$ cat config.mk
export PLATFORM = sky130hd
export DESIGN_NAME = stream_pack
export DESIGN_NICKNAME = d
export VERILOG_FILES = /design/src/rtl/stream_pack.sv
export SDC_FILE = /design/constraint.sdc
export NUM_CORES = 1
export LEC_CHECK = 0
export BUFFER_PORTS_ARGS = -buffer_cell sky130_fd_sc_hd__buf_2
export CORE_MARGIN = 4
export CORE_UTILIZATION = 37
export DETAILED_ROUTE_END_ITERATION = 8
export MAX_ROUTING_LAYER = met4
export PLACE_DENSITY = 0.64
export REMOVE_ABC_BUFFERS = 1
export SETUP_SLACK_MARGIN = 0.1
export SLEW_MARGIN = 15
export SYNTH_ARGS = -nofsm -noshare
export SYNTH_HDL_FRONTEND = slang
export SYNTH_SLANG_ARGS = --single-unit
$ cat constraint.sdc
create_clock -name clk -period 6.6 [get_ports clk]
set_input_delay 1.32 -clock clk [delete_from_list [all_inputs] [get_ports clk]]
set_output_delay 1.32 -clock clk [all_outputs]
set_load 0.1 [all_outputs]
$ cat src/rtl/stream_pack.sv
// ============================================================================
// Module      : stream_pack
// Description : Output packer behind the stream controller. Each strobe
//               captures the addressed core's result word into a capture
//               stage. The word then goes into a small first-word-fall-through
//               FIFO, which drives an AXI-Stream style master port.
//               up_ready keeps a two-entry margin, so a beat issued while it
//               is high always finds space.
// Options     : define STREAM_PACK_CNT_EN to add the 16-bit pkt_cnt output.
//               It counts handshakes on last beats and wraps at 0xFFFF.
// Revision    : 1.0 - initial release
// ============================================================================
`default_nettype none

module stream_pack #(
  parameter int NCORE = 16,
  parameter int DW    = 32,
  parameter int DEPTH = 8
) (
  input  logic                clk,
  input  logic                rst,        // asynchronous, active-low
  input  logic                stream_v,
  input  logic [7:0]          stream_a,
  input  logic [NCORE*DW-1:0] core_data,
  output logic                up_ready,
  output logic                m_valid,
  output logic [DW-1:0]       m_data,
  output logic                m_last,
  input  logic                m_ready,
`ifdef STREAM_PACK_CNT_EN
  output logic [15:0]         pkt_cnt,
`endif
  output logic                err
);

  localparam int AW = $clog2(DEPTH);
  localparam int CW = AW + 1;

  // Capture stage
  logic          s1_v_q;
  logic [DW-1:0] s1_d_q;
  logic          s1_l_q;

  // FIFO state; each entry is {last, data}
  logic [DW:0]   mem_q [DEPTH];
  logic [AW-1:0] wptr_q, wptr_d;
  logic [AW-1:0] rptr_q, rptr_d;
  logic [CW-1:0] count_q, count_d;
  logic          err_q, err_d;

  // Beat selection and FIFO control
  logic          a_bad;
  logic [DW-1:0] sel_data;
  logic          sel_last;
  logic          push, pop, full, wr_en, drop;

  // Select the addressed core's word; out-of-range indices yield zero.
  always_comb begin
    sel_data = '0;
    a_bad    = (int'(stream_a) >= NCORE);
    sel_last = (int'(stream_a) == NCORE - 1);
    for (int k = 0; k < NCORE; k++) begin
      if (int'(stream_a) == k) sel_data = core_data[k*DW +: DW];
    end
  end

  // Register each strobed beat for one cycle before it enters the FIFO.
  always_ff @(posedge clk or negedge rst) begin
    if (!rst) begin
      s1_v_q <= 1'b0;
      s1_d_q <= '0;
      s1_l_q <= 1'b0;
    end else begin
      s1_v_q <= stream_v;
      if (stream_v) begin
        s1_d_q <= sel_data;
        s1_l_q <= sel_last;
      end
    end
  end

  assign push  = s1_v_q;
  assign pop   = m_valid & m_ready;
  assign full  = (count_q == CW'(DEPTH));
  // A simultaneous pop frees the slot that the push needs, even when full.
  assign wr_en = push & (~full | pop);
  assign drop  = push & full & ~pop;

  // Next-state for pointers, occupancy and the sticky error flag.
  always_comb begin
    wptr_d  = wr_en ? wptr_q + AW'(1) : wptr_q;
    rptr_d  = pop   ? rptr_q + AW'(1) : rptr_q;
    count_d = count_q;
    case ({wr_en, pop})
      2'b10:   count_d = count_q + CW'(1);
      2'b01:   count_d = count_q - CW'(1);
      default: count_d = count_q;
    endcase
    err_d = err_q | drop | (stream_v & a_bad);
  end

  // FIFO storage and control registers; reset clears every entry.
  always_ff @(posedge clk or negedge rst) begin
    if (!rst) begin
      for (int i = 0; i < DEPTH; i++) mem_q[i] <= '0;
      wptr_q  <= '0;
      rptr_q  <= '0;
      count_q <= '0;
      err_q   <= 1'b0;
    end else begin
      if (wr_en) mem_q[wptr_q] <= {s1_l_q, s1_d_q};
      wptr_q  <= wptr_d;
      rptr_q  <= rptr_d;
      count_q <= count_d;
      err_q   <= err_d;
    end
  end

  assign m_valid          = (count_q != '0);
  assign {m_last, m_data} = mem_q[rptr_q];
  assign err              = err_q;
  // The margin covers the capture stage; depends on registered state only.
  assign up_ready = rst &
                    ((CW'(count_q) + CW'(s1_v_q)) <= CW'(DEPTH - 2));

`ifdef STREAM_PACK_CNT_EN
  logic [15:0] pkt_cnt_q, pkt_cnt_d;

  assign pkt_cnt_d = (pop & m_last) ? pkt_cnt_q + 16'd1 : pkt_cnt_q;

  // Count completed packets; wraps naturally at 16 bits.
  always_ff @(posedge clk or negedge rst) begin
    if (!rst) pkt_cnt_q <= '0;
    else      pkt_cnt_q <= pkt_cnt_d;
  end

  assign pkt_cnt = pkt_cnt_q;
`endif

endmodule

`default_nettype wire
==> results.toml <==
[setup_path]
cp-end-kind = "primary output"
worstPathCellList = "buf_4 > mux4_2 > mux2_2 > buf_2"
worst_ep_arrival_time_ns = 3.10
cp_slowest_cell = "dfrtp_4"
cp-start-kind = "flop"
cp_top_family = "multiplexers"
cp_max_fo = 29
crit_path_max_incr_delay_ns = 0.82
worstPathRequired_ns = 5.28
worstSetupPathType = "flop to primary output"
crit_buf_inv = 2

[floorplan]
initial_core_util = 0.3747
fp-row-count = 82
die_x_um = 233.4
dieArea_sq_um = 54480
core_area_sq_um = 50170
io_pins = 560
die_h_um = 233.4

[cts]
ctsHoldBuffers = 0
clkTransAtPathRegs_ns = 0.06
htree_levels = 2
cts_buffers = 34
post_cts_resized = 0
cts_sinks = 309
cts_setup_buffers = 0
clk_path_buf_depth = 3
clock_latency_ns = 0.53
root_buffer = "clkbuf_16"
cts_tree = "built"

[synth]
ys_seq_area_frac = 0.4113
ys_top_cells_by_count = "mux2_2 (329), dfrtp_1 (309), a21oi_1 (107)"
ys_types = 70
synthArstFlopShare = 1.000
synth_most_common_cell = "mux2_2"
synth_top_area_share = 0.4113
synth_area_leaders = "dfrtp_1 (41%), mux2_2 (20%), mux4_2 (11%), a21oi_1 (2.8%), o21ai_0 (2.6%)"
synth_edf_count = 0
synth-seq-cells = 309
yosysWarnings = 0
synth_area_leader_cell = "dfrtp_1"
ys.flop_type = "dfrtp_1"
syn_area_per_cell_sq_um = 11.51
synth.cell_area_sq_um = 18800
postSynthCellCount = 1633

[route]
routed_wl_mm = 88.58
drtAntennaViolNets = 0
vias = 17430
drc = 0
drt_iter0_drc = 1837
drt-vias-per-instance = 6.133
first_pass_iters = 6
avgRoutedWirePerCell_um = 31.17

[global_route]
grt_pass1_wl_mm = 124.4
grt_pass1_vias = 17690
grt_max_degree = 179
overflow = 0
antenna_found_initial = 32
grt_usage = 0.3231

[timing]
slew_headroom = 0.1211
fin_crit_sh = 0.6703
hold_viol = 0
skew_ns = 0.01543
grt_setup_unrepaired = "false"
finalSetupTns_ns = 0
layout_setup_ws_ns = 2.176
tightest_slew_ns = 1.285
timing.hold.ws_ns = 0.4775
setup-violations-final = 0
period_needed_ns = 4.424
drv_slew = 0
clock.fmax_ghz = 0.2260

[run_status]
status = "completed"

[placed_design]
port-buffer-count = 559
place_congestion = 0.9368
place_ws_ns = 2.282
hpwl_mm = 64.85

[layout]
drive_above_1_share = 0.5103
fillers = 4658
synthToLayoutAreaGrowth_pct = 24.43
final_nets = 2651

[flow_run]
maxCapViolCount = 0

[pwr]
power.density_nw_per_um2 = 372.5
power_leakage_nw = 10.67
peakVddDrop_mv = 0.2608
p_total_mw = 8.714

[min_path]
hold_path.class = "flop to flop"
==> tightest hold or removal path: stages (launching register included) <==
cell and delay, ns:
dfrtp_1 0.34, nand2_1 0.05, o21ai_0 0.06
==> layer usage <==
metal | part of all wire | wire length (um) | vias to the layer above | GRT usage
li1 | - | - | 7292 | -
met1 | 0.39 | 34950 | 8815 | 0.4219
met2 | 0.46 | 40710 | 1113 | 0.4880
met3 | 0.10 | 8937 | 211 | 0.07378
met4 | 0.045 | 3989 | 0 | 0.1333
met5 | 0 | 0 | - | -
==> registers in the layout, summed over array words and instances, names as in the netlist <==
name / count
mem_q: 264
s1_d_q: 32
count_q: 4
rptr_q: 3
wptr_q: 3
err: 1
push: 1
s1_l_q: 1
==> final timing paths <==
check                                    endpoint  cells past startpoint  slack [ns]              startpoint
max                                    m_data[23]                      4        2.18   rptr_q[0]$_DFFE_PN0P_
min                        mem_q[263]$_DFFE_PN0P_                      2        0.48  mem_q[263]$_DFFE_PN0P_
max reg2reg                mem_q[179]$_DFFE_PN0P_                      7        3.69  count_q[0]$_DFFE_PN0P_
min reg2reg                mem_q[263]$_DFFE_PN0P_                      2        0.48  mem_q[263]$_DFFE_PN0P_
max in group asynchronous   mem_q[12]$_DFFE_PN0P_                      2        4.10                     rst
min in group asynchronous  count_q[1]$_DFFE_PN0P_                      1        0.82                     rst
==> power breakdown <==
part	total, mW	switching [mW]	internal, mW
sequential	2.97	0.498	2.48
combinational	3.80	2.29	1.51
clock	1.94	0.776	1.16
==> cell families after synthesis <==
family,Yosys count,share of synthesized area
simple gates,271,0.07002
fa+ha+maj,8,0.005724
mux,459,0.3282
compound gates,420,0.1453
xor+xnor,10,0.004659
flops,309,0.4113
buf+inv,156,0.03474
==> cell usage in the layout (no fill, tap or decap), types with 21 or more instances in the layout <==
cell,instances
a31oi_1,22
dfrtp_1,306
a211oi_1,23
mux4_2,93
o22ai_1,34
nor2b_1,25
o21ai_0,96
a21oi_1,107
nor2_1,70
diode_2,28
nand2_1,82
mux2i_1,37
mux2_2,329
clkbuf_16,37
nand3_1,21
buf_2,554
buf_4,33
==> metrics by stage <==
stage / utilization / instances / instance area, sq um
final: 0.4662 / 2842 / 23390
after global routing: 0.4661 / 2840 / 23390
after CTS: 0.4648 / 2814 / 23320
after detailed placement: 0.4423 / 2755 / 22190
after global placement: 0.4423 / 2755 / 22190
after floorplan: - / 1492 / 18200
==> final cells by class <==
cell class	count	area [sq um]	area share
multi-input combinational	1168	10470	0.4478
sequential	309	7741	0.3309
timing repair buffer	591	3080	0.1317
clock buffer	55	1084	0.04632
tap	672	840.8	0.03595
antenna	28	70.07	0.002995
inverter	15	56.30	0.002407
clock inverter	4	45.04	0.001926
Power figures use the tool's default switching activity.
